**src/rtl/fetch_unit_if.sv**
```systemverilog
// ----------------------------------------------------------------------------
// fetch_unit_if
//    Instruction-memory request/response bundle between the fetch stage and
//    instruction memory. A transfer happens on a rising clock edge where
//    MemReq=1 and MemReady=1. The requester keeps MemReq and MemAddr steady
//    from the rise of MemReq until that transfer.
//
// Signals
//    MemReq    requester -> memory   request pending
//    MemAddr   requester -> memory   request address
//    MemReady  memory -> requester   response valid this cycle
//    MemData   memory -> requester   instruction returned with MemReady
//
// Modports
//    master    fetch-stage side (drives MemReq/MemAddr)
//    slave     memory side (drives MemReady/MemData)
// ----------------------------------------------------------------------------
interface fetch_unit_if #(
   parameter int ADDR_W  = 8,
   parameter int INSTR_W = 8
);
   logic               MemReq;
   logic [ADDR_W-1:0]  MemAddr;
   logic               MemReady;
   logic [INSTR_W-1:0] MemData;

   modport master (
      output MemReq,
      output MemAddr,
      input  MemReady,
      input  MemData
   );

   modport slave (
      input  MemReq,
      input  MemAddr,
      output MemReady,
      output MemData
   );
endinterface

```
**src/rtl/fetch_unit.sv**
```systemverilog
// ----------------------------------------------------------------------------
// fetch_unit
//    Instruction-fetch stage for the nRisc datapath. It owns the PC and
//    requests instructions from instruction memory. It presents one
//    registered instruction per cycle to the core, with a valid flag and the
//    instruction's address. The core can stall it and can redirect it for
//    taken jumps or branches. A single-entry skid buffer holds a memory
//    response that lands while the core is stalled on a valid instruction.
//
// Ports
//    Clock          in   rising-edge clock
//    Reset          in   asynchronous active-low reset
//    Stall          in   core cannot accept an instruction this cycle
//    RedirectValid  in   taken jump/branch this cycle (beats Stall)
//    RedirectAddr   in   redirect target
//    mem            if   instruction-memory bundle (master side)
//    InstrucaoLida  out  registered instruction to the core
//    InstrValid     out  InstrucaoLida is valid
//    PCOut          out  address of InstrucaoLida
//    FetchCount     out  consumed-instruction counter (FETCH_PERF_CNT_EN only)
//    StallCount     out  valid-but-stalled cycle counter (FETCH_PERF_CNT_EN only)
//
// Build option
//    FETCH_PERF_CNT_EN  when defined, adds the two 16-bit wrapping counters
//                       and their ports. When undefined, neither exists.
// ----------------------------------------------------------------------------
module fetch_unit #(
   parameter int                ADDR_W   = 8,
   parameter int                INSTR_W  = 8,
   parameter logic [ADDR_W-1:0] RESET_PC = '0
) (
   input  logic               Clock,
   input  logic               Reset,
   input  logic               Stall,
   input  logic               RedirectValid,
   input  logic [ADDR_W-1:0]  RedirectAddr,
   fetch_unit_if.master       mem,
   output logic [INSTR_W-1:0] InstrucaoLida,
   output logic               InstrValid,
   output logic [ADDR_W-1:0]  PCOut
`ifdef FETCH_PERF_CNT_EN
   ,
   output logic [15:0]        FetchCount,
   output logic [15:0]        StallCount
`endif
);

   // state   | meaning
   // --------+---------------------------------------------------------------
   // IDLE    | just out of reset, no request; moves to FETCH after one cycle
   // FETCH   | request to PC outstanding; responses go to the output register
   // DISCARD | redirected while a request was in flight; waiting to drop the
   //         | stale response (address held for the handshake)
   // FULL    | output held by a stall and skid buffer occupied; no request
   typedef enum logic [1:0] {
      S_IDLE    = 2'd0,
      S_FETCH   = 2'd1,
      S_DISCARD = 2'd2,
      S_FULL    = 2'd3
   } state_t;

   state_t             state_q,     state_d;
   logic [ADDR_W-1:0]  pc_q,        pc_d;
   logic [ADDR_W-1:0]  disc_addr_q, disc_addr_d;
   logic [INSTR_W-1:0] instr_q,     instr_d;
   logic [ADDR_W-1:0]  pc_out_q,    pc_out_d;
   logic               valid_q,     valid_d;
   logic [INSTR_W-1:0] skid_q,      skid_d;
   logic [ADDR_W-1:0]  skid_pc_q,   skid_pc_d;

   logic [ADDR_W-1:0]  pc_inc;
   logic               can_load;

   assign pc_inc   = pc_q + ADDR_W'(1);
   // Output register may take a new instruction if it is empty or being consumed.
   assign can_load = !valid_q || !Stall;

   always_comb begin
      state_d     = state_q;
      pc_d        = pc_q;
      disc_addr_d = disc_addr_q;
      instr_d     = instr_q;
      pc_out_d    = pc_out_q;
      valid_d     = valid_q;
      skid_d      = skid_q;
      skid_pc_d   = skid_pc_q;

      case (state_q)
         S_IDLE: begin
            state_d = S_FETCH;
         end

         S_FETCH: begin
            if (RedirectValid) begin
               pc_d    = RedirectAddr;
               valid_d = 1'b0;
               if (!mem.MemReady) begin
                  // The in-flight request must still complete at its original
                  // address, so remember it and throw the answer away later.
                  disc_addr_d = pc_q;
                  state_d     = S_DISCARD;
               end
            end else if (mem.MemReady && can_load) begin
               instr_d  = mem.MemData;
               pc_out_d = pc_q;
               valid_d  = 1'b1;
               pc_d     = pc_inc;
            end else if (mem.MemReady) begin
               skid_d    = mem.MemData;
               skid_pc_d = pc_q;
               pc_d      = pc_inc;
               state_d   = S_FULL;
            end else if (valid_q && !Stall) begin
               valid_d = 1'b0;
            end
         end

         S_DISCARD: begin
            valid_d = 1'b0;
            if (RedirectValid) begin
               pc_d = RedirectAddr;
            end
            if (mem.MemReady) begin
               state_d = S_FETCH;
            end
         end

         S_FULL: begin
            if (RedirectValid) begin
               skid_d    = '0;
               skid_pc_d = '0;
               valid_d   = 1'b0;
               pc_d      = RedirectAddr;
               state_d   = S_FETCH;
            end else if (!Stall) begin
               instr_d  = skid_q;
               pc_out_d = skid_pc_q;
               valid_d  = 1'b1;
               state_d  = S_FETCH;
            end
         end

         default: begin
            state_d = S_IDLE;
         end
      endcase
   end

   always_ff @(posedge Clock or negedge Reset) begin
      if (!Reset) begin
         state_q     <= S_IDLE;
         pc_q        <= RESET_PC;
         disc_addr_q <= '0;
         instr_q     <= '0;
         pc_out_q    <= '0;
         valid_q     <= 1'b0;
         skid_q      <= '0;
         skid_pc_q   <= '0;
      end else begin
         state_q     <= state_d;
         pc_q        <= pc_d;
         disc_addr_q <= disc_addr_d;
         instr_q     <= instr_d;
         pc_out_q    <= pc_out_d;
         valid_q     <= valid_d;
         skid_q      <= skid_d;
         skid_pc_q   <= skid_pc_d;
      end
   end

   // The request is decoded from the state register only, so it drops as soon
   // as reset is asserted and an abandoned handshake leaves no trace.
   assign mem.MemReq  = (state_q == S_FETCH) || (state_q == S_DISCARD);
   assign mem.MemAddr = (state_q == S_DISCARD) ? disc_addr_q : pc_q;

   assign InstrucaoLida = instr_q;
   assign InstrValid    = valid_q;
   assign PCOut         = pc_out_q;

`ifdef FETCH_PERF_CNT_EN
   logic [15:0] fetch_cnt_q, fetch_cnt_d;
   logic [15:0] stall_cnt_q, stall_cnt_d;

   always_comb begin
      fetch_cnt_d = fetch_cnt_q;
      stall_cnt_d = stall_cnt_q;
      if (valid_q && !Stall) begin
         fetch_cnt_d = fetch_cnt_q + 16'd1;
      end
      if (valid_q && Stall) begin
         stall_cnt_d = stall_cnt_q + 16'd1;
      end
   end

   always_ff @(posedge Clock or negedge Reset) begin
      if (!Reset) begin
         fetch_cnt_q <= '0;
         stall_cnt_q <= '0;
      end else begin
         fetch_cnt_q <= fetch_cnt_d;
         stall_cnt_q <= stall_cnt_d;
      end
   end

   assign FetchCount = fetch_cnt_q;
   assign StallCount = stall_cnt_q;
`endif

endmodule

```
**src/flat_wrapper.sv**
```systemverilog
// flat-port wrapper written by rule: the top's interface ports become plain ports
module fetch_unit_flat 
#(
   parameter int                ADDR_W   = 8,
   parameter int                INSTR_W  = 8,
   parameter logic [ADDR_W-1:0] RESET_PC = '0
)
  (Clock, Reset, Stall, RedirectValid, RedirectAddr, InstrucaoLida, InstrValid, PCOut, mem_MemReq, mem_MemAddr, mem_MemReady, mem_MemData);
  fetch_unit_if #(.ADDR_W(ADDR_W), .INSTR_W(INSTR_W)) mem_i ();
  input  logic Clock;
  input  logic Reset;
  input  logic Stall;
  input  logic RedirectValid;
  input  logic [ADDR_W-1:0] RedirectAddr;
  output logic [INSTR_W-1:0] InstrucaoLida;
  output logic InstrValid;
  output logic [ADDR_W-1:0] PCOut;
  output wire logic [$bits(mem_i.MemReq)-1:0] mem_MemReq;
  output wire logic [$bits(mem_i.MemAddr)-1:0] mem_MemAddr;
  input wire logic [$bits(mem_i.MemReady)-1:0] mem_MemReady;
  input wire logic [$bits(mem_i.MemData)-1:0] mem_MemData;
  assign mem_MemReq = mem_i.MemReq;
  assign mem_MemAddr = mem_i.MemAddr;
  assign mem_i.MemReady = mem_MemReady;
  assign mem_i.MemData = mem_MemData;
  fetch_unit #(.ADDR_W(ADDR_W), .INSTR_W(INSTR_W), .RESET_PC(RESET_PC)) u_core (.Clock(Clock), .Reset(Reset), .Stall(Stall), .RedirectValid(RedirectValid), .RedirectAddr(RedirectAddr), .mem(mem_i), .InstrucaoLida(InstrucaoLida), .InstrValid(InstrValid), .PCOut(PCOut));
endmodule
```
**config.mk**
```make
export PLATFORM = sky130hd
export DESIGN_NAME = fetch_unit_flat
export DESIGN_NICKNAME = d
export VERILOG_FILES = /design/src/rtl/fetch_unit_if.sv /design/src/rtl/fetch_unit.sv /design/src/flat_wrapper.sv
export SDC_FILE = /design/constraint.sdc
export NUM_CORES = 1
export LEC_CHECK = 0
export CORE_UTILIZATION = 48
export DETAILED_ROUTE_END_ITERATION = 10
export PLACE_DENSITY = 0.75
export SYNTH_ARGS = -nofsm -noshare
export SYNTH_HDL_FRONTEND = slang
export SYNTH_SLANG_ARGS = --single-unit
```
**constraint.sdc**
```tcl
create_clock -name Clock -period 1.84 [get_ports Clock]
set_input_delay 0.184 -clock Clock [delete_from_list [all_inputs] [get_ports Clock]]
set_output_delay 0.184 -clock Clock [all_outputs]
set_load 0.02 [all_outputs]
```
==> impl_results.md, run 1 <==
* Status: finished, violations left
* Violated checks: negative setup slack
* Post-Route WL at 6280 um
* R2R Setup Slk at -2 ps
* # DRC at 0
* Yosys top cell area share at 0.465
* EDFF count, synth at 0
* Leak at 1.59 nW
* Vias after detailed routing at 2155
* Final Skew at 11.8 ps
* Comb pwr share at 0.600
* Hold WC Path Type: primary input to flip-flop
* ANT nets after route at 0
* Area of the multi-input gates at 0.00145 mm2
* Sequential share of the synthesized area at 0.465
* Initial antenna violation count at 0
* DIE HEIGHT at 77.6 um
* Total track usage at 0.209
* Tcrit/Tclk final at 1.00
* Syn_area_per_cell at 10.7 um2
* Clock Power Share at 0.101
* Critical Path End Type: flip-flop
* Clock Root Buffer: clkbuf_8
* Post-Synthesis Cells at 257
* Peak supply drop at 1.21 mV
* Async SR Flop Fraction at 1.00
* Pin count of the biggest net entering global routing at 52
* Syn Nets at 286
* Sw frac at 0.406
* Worst relative slew slack at 0.573
* Most frequent cells in the layout: dfrtp_1, clkdlybuf4s50_1, nand2_1, mux2_2
* Hold Crit Start: mem_MemData[3]
* ANT cells at 0
* Grt total ovfl at 0
* Startpoint Class: flip-flop
* Rows at 27
* Fill cell count at 422
* Commonest non-fill, non-tap cell in the layout: dfrtp_1
* Routed len/inst at 15.9 um
* Worst path required time at 2060 ps
* Worst Reg-to-Reg Cells at 7
* Hold depth at 3
* TritonCTS Buffers at 5
* Data arrival, critical path at 2060 ps
* # IOs at 47
* Min cycle time layout at 1840 ps
* Reg2reg start: u_core.state_q[1]
* Hold slack at 460 ps
* Library cells used by synthesis at 38
* DP Wirelength at 4100 um
* Vias in the first global route at 2071
* Detailed Route Iter0 Violations at 139
* CTS tree: yes
* Yosys reg bits at 51
* Pwr dens at 1880 mW/mm2
* RSZ-0062 raised after global routing: yes
* Num Clock Sinks at 51
* Vias/cell at 5.47
* Area Growth Syn to Fin at 32.7%
* P_sw at 2.78 mW
* Netlist Area Pre-Place at 0.00274 mm2
* CP Max Fanout at 16
* Sequential Power Share at 0.299
* Largest area contributor in the netlist: dfrtp_1
* WHS Endpoint: u_core.skid_q[3]
* CTS Buffer Depth at 2
* R2R Path End: u_core.skid_pc_q[7]
* CP Launch Point: u_core.state_q[1]
* Global-route wire length before repair at 9880 um
* Nets@finish at 350
* Fin. Hold Viols at 0
* Pins Over Slew Limit at 0
* Fin Setup TNS at -1.81 ps
* Max Cap Viol at 0
* Number of port buffers at 46
* Clock Latency Late Sink at 310 ps
* Synth warn at 0
* Layout cells sized above 1 at 0.335
* Max frequency at 543 MHz
* Ys flop type: dfrtp_1
* Least-Margin Pin Slew at 640 ps
* Setup violators final at 1
* Setup Buffers After CTS at 0
* CTS clock-pin slew for the worst setup and hold paths at 110 ps
* Setup ws final at -1.81 ps
* Pre-antenna DRT Iters at 4
* Routability cong. at 0.860
* Ranking of synthesized cells by area: dfrtp_1, mux2_2, mux2_4
* Htree depth at 2
* Flip-flop and latch area at 0.00128 mm2
* Die Area at 0.00602 mm2
* Crit Path Category: flip-flop to flip-flop
* Core Area at 0.00551 mm2
* Die W at 77.6 um
* Initial Utilization at 0.498
* Pint at 4.06 mW
## kinds of logic (layout without fill, tap and decap cells)
logic type / after synthesis / after routing / synth area share
adder cells (fa/ha/maj): 8 / 8 / 0.0365
AO/OA/AOI/OAI: 51 / 51 / 0.120
multiplexers: 41 / 41 / 0.181
flip-flops: 51 / 51 / 0.465
buffers and inverters: 23 / 88 / 0.0492
AND/OR/NAND/NOR: 83 / 83 / 0.148
## through the flow
stage | util | std cells | cell area (um2) | setup WS [ps] | power [mW]
global route | 0.661 | 394 | 3640 | -57.1 | 7.29
floorplan | - | 257 | 2740 | 20.8 | 4.42
finish | 0.661 | 394 | 3640 | -1.81 | 6.84
global placement | 0.613 | 382 | 3380 | -128 | 5.65
detailed placement | 0.613 | 382 | 3380 | -170 | 5.78
CTS | 0.641 | 391 | 3530 | 5.49 | 6.51
## state kept, by name, summed over array words and instances (netlist names)
name	count
u_core.InstrucaoLida	8
u_core.PCOut	8
u_core.disc_addr_q	8
u_core.pc_q	8
u_core.skid_pc_q	8
u_core.skid_q	8
u_core.state_q	2
u_core.InstrValid	1
## worst max-delay path by stage
stage                                         end  slack (ps)  cells past startpoint
final                         u_core.skid_pc_q[7]          -2                      7
after CTS                          mem_MemAddr[1]           5                      4
after detailed placement           mem_MemAddr[1]        -170                      4
after global placement             mem_MemAddr[1]        -130                      4
after floorplan           u_core.InstrucaoLida[0]          20                      8
after global routing          u_core.skid_pc_q[7]         -60                      7
## critical path, cell delays in order, from the launching register on
cell,delay (ps)
dfrtp_1,430
buf_6,160
ha_4,170
buf_6,120
mux2i_1,110
a221o_2,400
buf_12,180
o31ai_1,190
## Yosys cell counts, types with 2 or more instances
master     instances
clkbuf_1           9
nor3_1             5
a2bb2oi_1          6
mux2_4            10
ha_1               8
o21ai_0           24
buf_6              4
a31oi_1            3
o21a_1             2
nand2b_1          17
a211oi_1           2
a21oi_1            3
dfrtp_1           51
inv_1              7
o31ai_1            2
nand2_1           39
o22ai_1            2
nor2_1             7
mux2_2            30
nand3_1            8
## power groups by stage
| stage | combinational (mW) | sequential (mW) | clock [mW] |
|---|---|---|---|
| floorplan | 2.24 | 2.18 | 0 |
| global placement | 3.64 | 2.01 | 0 |
| detailed placement | 3.74 | 2.04 | 0 |
| CTS | 3.77 | 2.03 | 0.711 |
| global route | 4.42 | 2.11 | 0.763 |
| finish | 4.10 | 2.05 | 0.690 |
## final cells by class
type / count / area share
sequential: 51 / 0.351
tap: 72 / 0.0247
multi-input combinational: 183 / 0.397
inverter: 7 / 0.00790
clock buffer: 5 / 0.0189
timing repair buffer: 73 / 0.194
clock inverter: 3 / 0.00722
## what timing repair did
| item | CTS | global route |
|---|---|---|
| resized for setup | 35 | 38 |
| pin swaps | 2 | 5 |
| gates cloned | 0 | 3 |
| endpoints found under the hold margin | 19 | 0 |
| setup endpoints to repair | 29 | 43 |
| hold buffers | 1 | 0 |
## metal layers
metal,vias to the layer above,global-route usage,part of all wire
met4,0,0.0642,0.013
met3,8,0.0341,0.035
met1,1070,0.284,0.45
met2,43,0.342,0.50
met5,-,0,0
li1,1034,-,-
Power figures use the tool's default switching activity.
==> run 2, diff against run 1 <==
PLACE_DENSITY = 0.76   (was 0.75)
==> impl_results.md, run 2 (synthesized netlist as in run 1, its figures left out) <==
* Final Skew at 9.01 ps (was 11.8 ps)
* DIE HEIGHT at 77.6 um (unchanged)
* Data arrival, critical path at 2040 ps (was 2060 ps)
* Max frequency at 544 MHz (was 543 MHz)
* Layout Cells excl Fill at 399 (was 394)
* Post-Route WL at 6740 um (was 6280 um)
* Startpoint Class: flip-flop (unchanged)
* Setup violators final at 0 (was 1)
* ANT cells at 0 (unchanged)
* Initial antenna violation count at 0 (unchanged)
* Clock Root Buffer: clkbuf_8 (unchanged)
* Initial Utilization at 0.498 (unchanged)
* Fin Setup TNS at 0 ps (was -1.81 ps)
* Layout cells sized above 1 at 0.339 (was 0.335)
* TritonCTS Buffers at 5 (unchanged)
* ANT nets after route at 0 (unchanged)
* Critical-path cell list: buf_4 > inv_4 > ha_4 > buf_4 > o21ai_1 > a41o_2 > clkbuf_16 > mux2_4 (was buf_6 > ha_4 > buf_6 > mux2i_1 > a221o_2 > buf_12 > o31ai_1)
* Peak supply drop at 1.10 mV (was 1.21 mV)
* Nets@finish at 355 (was 350)
* Core Util, Final at 0.676 (was 0.661)
* Core Area at 0.00551 mm2 (unchanged)
* R2R Setup Slk at 3 ps (was -2 ps)
* Tcrit/Tclk final at 0.999 (was 1.00)
* Worst path required time at 2040 ps (was 2060 ps)
* CTS Buffer Depth at 2 (unchanged)
* Cell count after placement at 382 (unchanged)
* Detailed Route Iter0 Violations at 141 (was 139)
* # IOs at 47 (unchanged)
* RSZ-0062 raised after global routing: yes (unchanged)
* Most frequent CP cell: buf_4 (was buf_6)
* Clock Latency Late Sink at 310 ps (about the same)
* Area Growth Syn to Fin at 35.6% (was 32.7%)
* Leak at 1.64 nW (was 1.59 nW)
* Min cycle time layout at 1840 ps (about the same)
* Pins Over Slew Limit at 0 (unchanged)
* Vias after detailed routing at 2199 (was 2155)
* Pin count of the biggest net entering global routing at 32 (was 52)
* Most frequent cells in the layout: dfrtp_1, nand2_1, clkdlybuf4s50_1, mux2_2, buf_4 (was dfrtp_1, clkdlybuf4s50_1, nand2_1, mux2_2)
* CP Max Fanout at 8 (was 16)
* Hold WC Path Type: primary input to async pin (was primary input to flip-flop)
* Total track usage at 0.225 (was 0.209)
* Routability cong. at 0.872 (was 0.860)
* Crit Path Category: flip-flop to flip-flop (unchanged)
* # DRC at 0 (unchanged)
* Die Area at 0.00602 mm2 (unchanged)
* Status: finished, final reports clean (was finished, violations left)
* Vias/cell at 5.51 (was 5.47)
* Grt total ovfl at 0 (unchanged)
* Commonest non-fill, non-tap cell in the layout: dfrtp_1 (unchanged)
* Vias in the first global route at 2147 (was 2071)
* Tot Pwr at 7.13 mW (was 6.84 mW)
* Pwr dens at 1920 mW/mm2 (was 1880 mW/mm2)
* CTS clock-pin slew for the worst setup and hold paths at 100 ps (was 110 ps)
* Placed Area at 0.00339 mm2 (was 0.00338 mm2)
* Least-Margin Pin Slew at 502 ps (was 640 ps)
* DP Wirelength at 4250 um (was 4100 um)
* Routed len/inst at 16.9 um (was 15.9 um)
* Critical-path top delay cell: dfrtp_1 (unchanged)
* Fill cell count at 430 (was 422)
* CTS tree: yes (unchanged)
* Num Clock Sinks at 51 (unchanged)
* Max Cap Viol at 0 (unchanged)
* Global-route wire length before repair at 10500 um (was 9880 um)
* Die W at 77.6 um (unchanged)
* Worst relative slew slack at 0.666 (was 0.573)
* Rows at 27 (unchanged)
* Htree depth at 2 (unchanged)
* Fin. Hold Viols at 0 (unchanged)
* Fin area at 0.00372 mm2 (was 0.00364 mm2)
* Number of port buffers at 46 (unchanged)
* Critical Path End Type: flip-flop (unchanged)
* Slowest stage delay, CP at 360 ps (was 430 ps)
* Pre-antenna DRT Iters at 4 (unchanged)
## run 2: cell count changes in the layout (fill, tap and decap cells not counted), sizes merged
cell and change:
buf +7, bufinv +1, clkinv -1, clkinvlp +1
dlygate4sd2 -2, inv -1
## run 2: worst paths after layout
| check | startpoint | end | cells after the start |
|---|---|---|---|
| max | u_core.state_q[1] | u_core.InstrucaoLida[4] | 8 |
| min | Reset | u_core.PCOut[7] | 2 |
| max reg2reg | u_core.state_q[1] | u_core.InstrucaoLida[4] | 8 |
| min reg2reg | u_core.skid_q[1] | u_core.skid_q[1] | 2 |
| max in group asynchronous | Reset | u_core.pc_q[1] | 3 |
| min in group Clock | mem_MemData[4] | u_core.skid_q[4] | 3 |
## run 2: final cells by class
type,count,area [um2],area share
Clock buffer,5,68.8,0.0185
Clock inverter,3,46.3,0.0124
Inverter,7,28.8,0.00774
Multi-Input combinational cell,183,1450,0.388
Sequential cell,51,1280,0.343
Tap cell,72,90.1,0.0242
Timing Repair Buffer,78,764,0.206
## run 2: metal layers
layer	vias up	wire length [um]	GRT usage	part of all wire
li1	1034	-	-	-
met1	1089	2980	0.301	0.44
met2	63	3400	0.378	0.50
met3	13	255	0.0318	0.038
met4	0	106	0.0698	0.016
met5	-	0	0	0
## run 2: report_power, final
group / switching [mW] / internal, mW / total, mW
Sequential: 0.378 / 1.66 / 2.04
Combinational: 2.05 / 2.24 / 4.29
Clock: 0.397 / 0.410 / 0.807
Total: 2.82 / 4.31 / 7.13
## run 2: timing repair
action | 4_1_cts | 5_1_grt
hold endpoints to repair | 20 | 0
pin swaps | 1 | 2
buffers inserted | 2 | 2
gates resized for setup | 38 | 46
hold buffers | 1 | 0
endpoints found under the setup margin | 19 | 45
gates cloned | 2 | 2
## run 2: stage by stage
step           hold WS, ps  setup WS [ps]
6_report               368           2.68
3_5_place_dp           178           -162
4_1_cts                369          -18.6
2_1_floorplan         -112           20.8
5_1_grt                411          -57.6
3_3_place_gp           175           -133
## run 2: worst max-delay path, delay by kind of cell, from the launching register on
| kind | cells | cell delay [ps] |
|---|---|---|
| flip-flops | 1 | 360 |
| buffers and inverters | 4 | 530 |
| adder cells (fa/ha/maj) | 1 | 160 |
| AO/OA/AOI/OAI | 2 | 390 |
| multiplexers | 1 | 300 |
==> run 3, diff against run 2 <==
ABC_CLOCK_PERIOD_IN_PS = 1840   (was not set)
TNS_END_PERCENT = 5   (was not set)
==> impl_results.md, run 3 (synthesized netlist as in run 1, its figures left out) <==
* Status: finished, final reports clean (unchanged)
* RSZ-0062 raised after global routing: yes (unchanged)
* Initial antenna violation count at 0 (unchanged)
* Total track usage at 0.217 (was 0.225)
* CTS Buffer Depth at 2 (unchanged)
* CTS clock-pin slew for the worst setup and hold paths at 100 ps (about the same)
* Clock Power Share at 0.121 (was 0.113)
* Grt total ovfl at 0 (unchanged)
* Place WS at -162 ps (unchanged)
* Core Area at 0.00551 mm2 (unchanged)
* ANT cells at 0 (unchanged)
* Worst relative slew slack at 0.658 (was 0.666)
* DIE HEIGHT at 77.6 um (unchanged)
* Max frequency at 557 MHz (was 544 MHz)
* Fill cell count at 440 (was 430)
* Fin. Hold Viols at 0 (unchanged)
* Data arrival, critical path at 1610 ps (was 2040 ps)
* Htree depth at 2 (unchanged)
* Setup violators final at 0 (unchanged)
* Pint at 4.07 mW (was 4.31 mW)
* Die Area at 0.00602 mm2 (unchanged)
* Vias/cell at 5.43 (was 5.51)
* Setup ws final at 43.4 ps (was 2.68 ps)
* Vias in the first global route at 2116 (was 2147)
* Hold WC Path Type: primary input to async pin (unchanged)
* R2R Setup Slk at 50 ps (was 3 ps)
* Least-Margin Pin Slew at 513 ps (was 502 ps)
* DP Wirelength at 4250 um (unchanged)
* Core Util, Final at 0.656 (was 0.676)
* Sequential Power Share at 0.302 (was 0.285)
* Clock Latency Late Sink at 310 ps (about the same)
* CTS tree: yes (unchanged)
* Number of port buffers at 46 (unchanged)
* Tcrit/Tclk final at 0.976 (was 0.999)
* Clock Root Buffer: clkbuf_8 (unchanged)
* Peak supply drop at 1.19 mV (was 1.10 mV)
* Leak at 1.59 nW (was 1.64 nW)
* Pins Over Slew Limit at 0 (unchanged)
* Rows at 27 (unchanged)
* Layout cells sized above 1 at 0.304 (was 0.339)
* P_sw at 2.66 mW (was 2.82 mW)
* Routed len/inst at 16.0 um (was 16.9 um)
* Die W at 77.6 um (unchanged)
* Sw frac at 0.395 (was 0.396)
* Final Skew at 10.3 ps (was 9.01 ps)
* Nets@finish at 350 (was 355)
* Cell count after placement at 382 (unchanged)
* Max Cap Viol at 0 (unchanged)
* Hold slack at 366 ps (was 368 ps)
* Commonest non-fill, non-tap cell in the layout: dfrtp_1 (unchanged)
* Detailed Route Iter0 Violations at 123 (was 141)
* Routability cong. at 0.872 (unchanged)
* # DRC at 0 (unchanged)
* Layout Cells excl Fill at 394 (was 399)
* R2R Path End: u_core.InstrucaoLida[4] (unchanged)
* Num Clock Sinks at 51 (unchanged)
* Vias after detailed routing at 2141 (was 2199)
* Worst path required time at 1660 ps (was 2040 ps)
* TritonCTS Buffers at 5 (unchanged)
* ANT nets after route at 0 (unchanged)
* Initial Utilization at 0.498 (unchanged)
* Critical Path End Type: output pin (was flip-flop)
* Tot Pwr at 6.73 mW (was 7.13 mW)
* Crit Path Category: flip-flop to output pin (was flip-flop to flip-flop)
* Pre-antenna DRT Iters at 4 (unchanged)
* Pwr dens at 1860 mW/mm2 (was 1920 mW/mm2)
* Pin count of the biggest net entering global routing at 33 (was 32)
* # IOs at 47 (unchanged)
* Area Growth Syn to Fin at 31.6% (was 35.6%)
* Global-route wire length before repair at 10100 um (was 10500 um)
* Min cycle time layout at 1800 ps (was 1840 ps)
* CP Max Fanout at 11 (was 8)
* Post-Route WL at 6310 um (was 6740 um)
* Comb pwr share at 0.578 (was 0.601)
* Worst Reg-to-Reg Cells at 6 (was 8)
* Reg2reg start: u_core.state_q[0] (was u_core.state_q[1])
* Startpoint Class: flip-flop (unchanged)
* Most frequent cells in the layout: dfrtp_1, nand2_1, clkdlybuf4s50_1, mux2_2, buf_4 (unchanged)
run 3: final cells by class:
type	count	area (um2)	share of cell area
Inverter	7	26.3	0.00728
Sequential cell	51	1280	0.354
Multi-Input combinational cell	183	1410	0.392
Tap cell	72	90.1	0.0250
Clock buffer	5	68.8	0.0191
Clock inverter	3	46.3	0.0128
Timing Repair Buffer	73	688	0.191
run 3: power by group through the flow:
stage                     registers (mW)  logic [mW]  clock network [mW]
after floorplan                     2.18        2.24                   0
after global placement              2.01        3.64                   0
after detailed placement            2.04        3.74                   0
after CTS                           2.03        3.73               0.823
after global routing                2.09        4.21               0.863
final                               2.03        3.89               0.811
run 3: worst max-delay path, stage by stage, from the launching register on:
cell             delay (ps)
dfrtp_1                 390
inv_1                   100
ha_4                    220
mux2_2                  350
clkdlybuf4s15_2         250
run 3: worst max-delay path by stage:
stage	startpoint	end	slack [ps]	cells past startpoint
4_1_cts	u_core.state_q[1]	u_core.PCOut[2]	-30	7
3_5_place_dp	mem_MemReady	u_core.PCOut[3]	-160	6
5_1_grt	u_core.state_q[0]	mem_MemAddr[3]	-20	4
3_3_place_gp	u_core.state_q[0]	mem_MemAddr[1]	-130	4
6_report	u_core.state_q[0]	mem_MemAddr[3]	40	4
2_1_floorplan	u_core.state_q[1]	u_core.InstrucaoLida[0]	20	8
run 3: per-layer routing:
metal | track usage | vias to the layer above | wire length (um)
met5 | 0 | - | 0
met4 | 0.0604 | 0 | 68
met3 | 0.0341 | 7 | 272
met2 | 0.365 | 74 | 3170
met1 | 0.288 | 1035 | 2800
li1 | - | 1025 | -
run 3: through the flow:
step	instance area (um2)	TNS, ps
after detailed placement	3390	-3070
after global placement	3390	-2130
final	3610	0
after floorplan	2740	0
after CTS	3530	-163
after global routing	3610	-34.5
run 3: timing repair:
action | 4_1_cts | 5_1_grt
gates cloned | 0 | 1
gates resized for setup | 26 | 20
setup buffers | 0 | 2
hold endpoints to repair | 20 | 0
pin swaps | 3 | 2
setup endpoints to repair | 19 | 47
hold buffers | 1 | 0
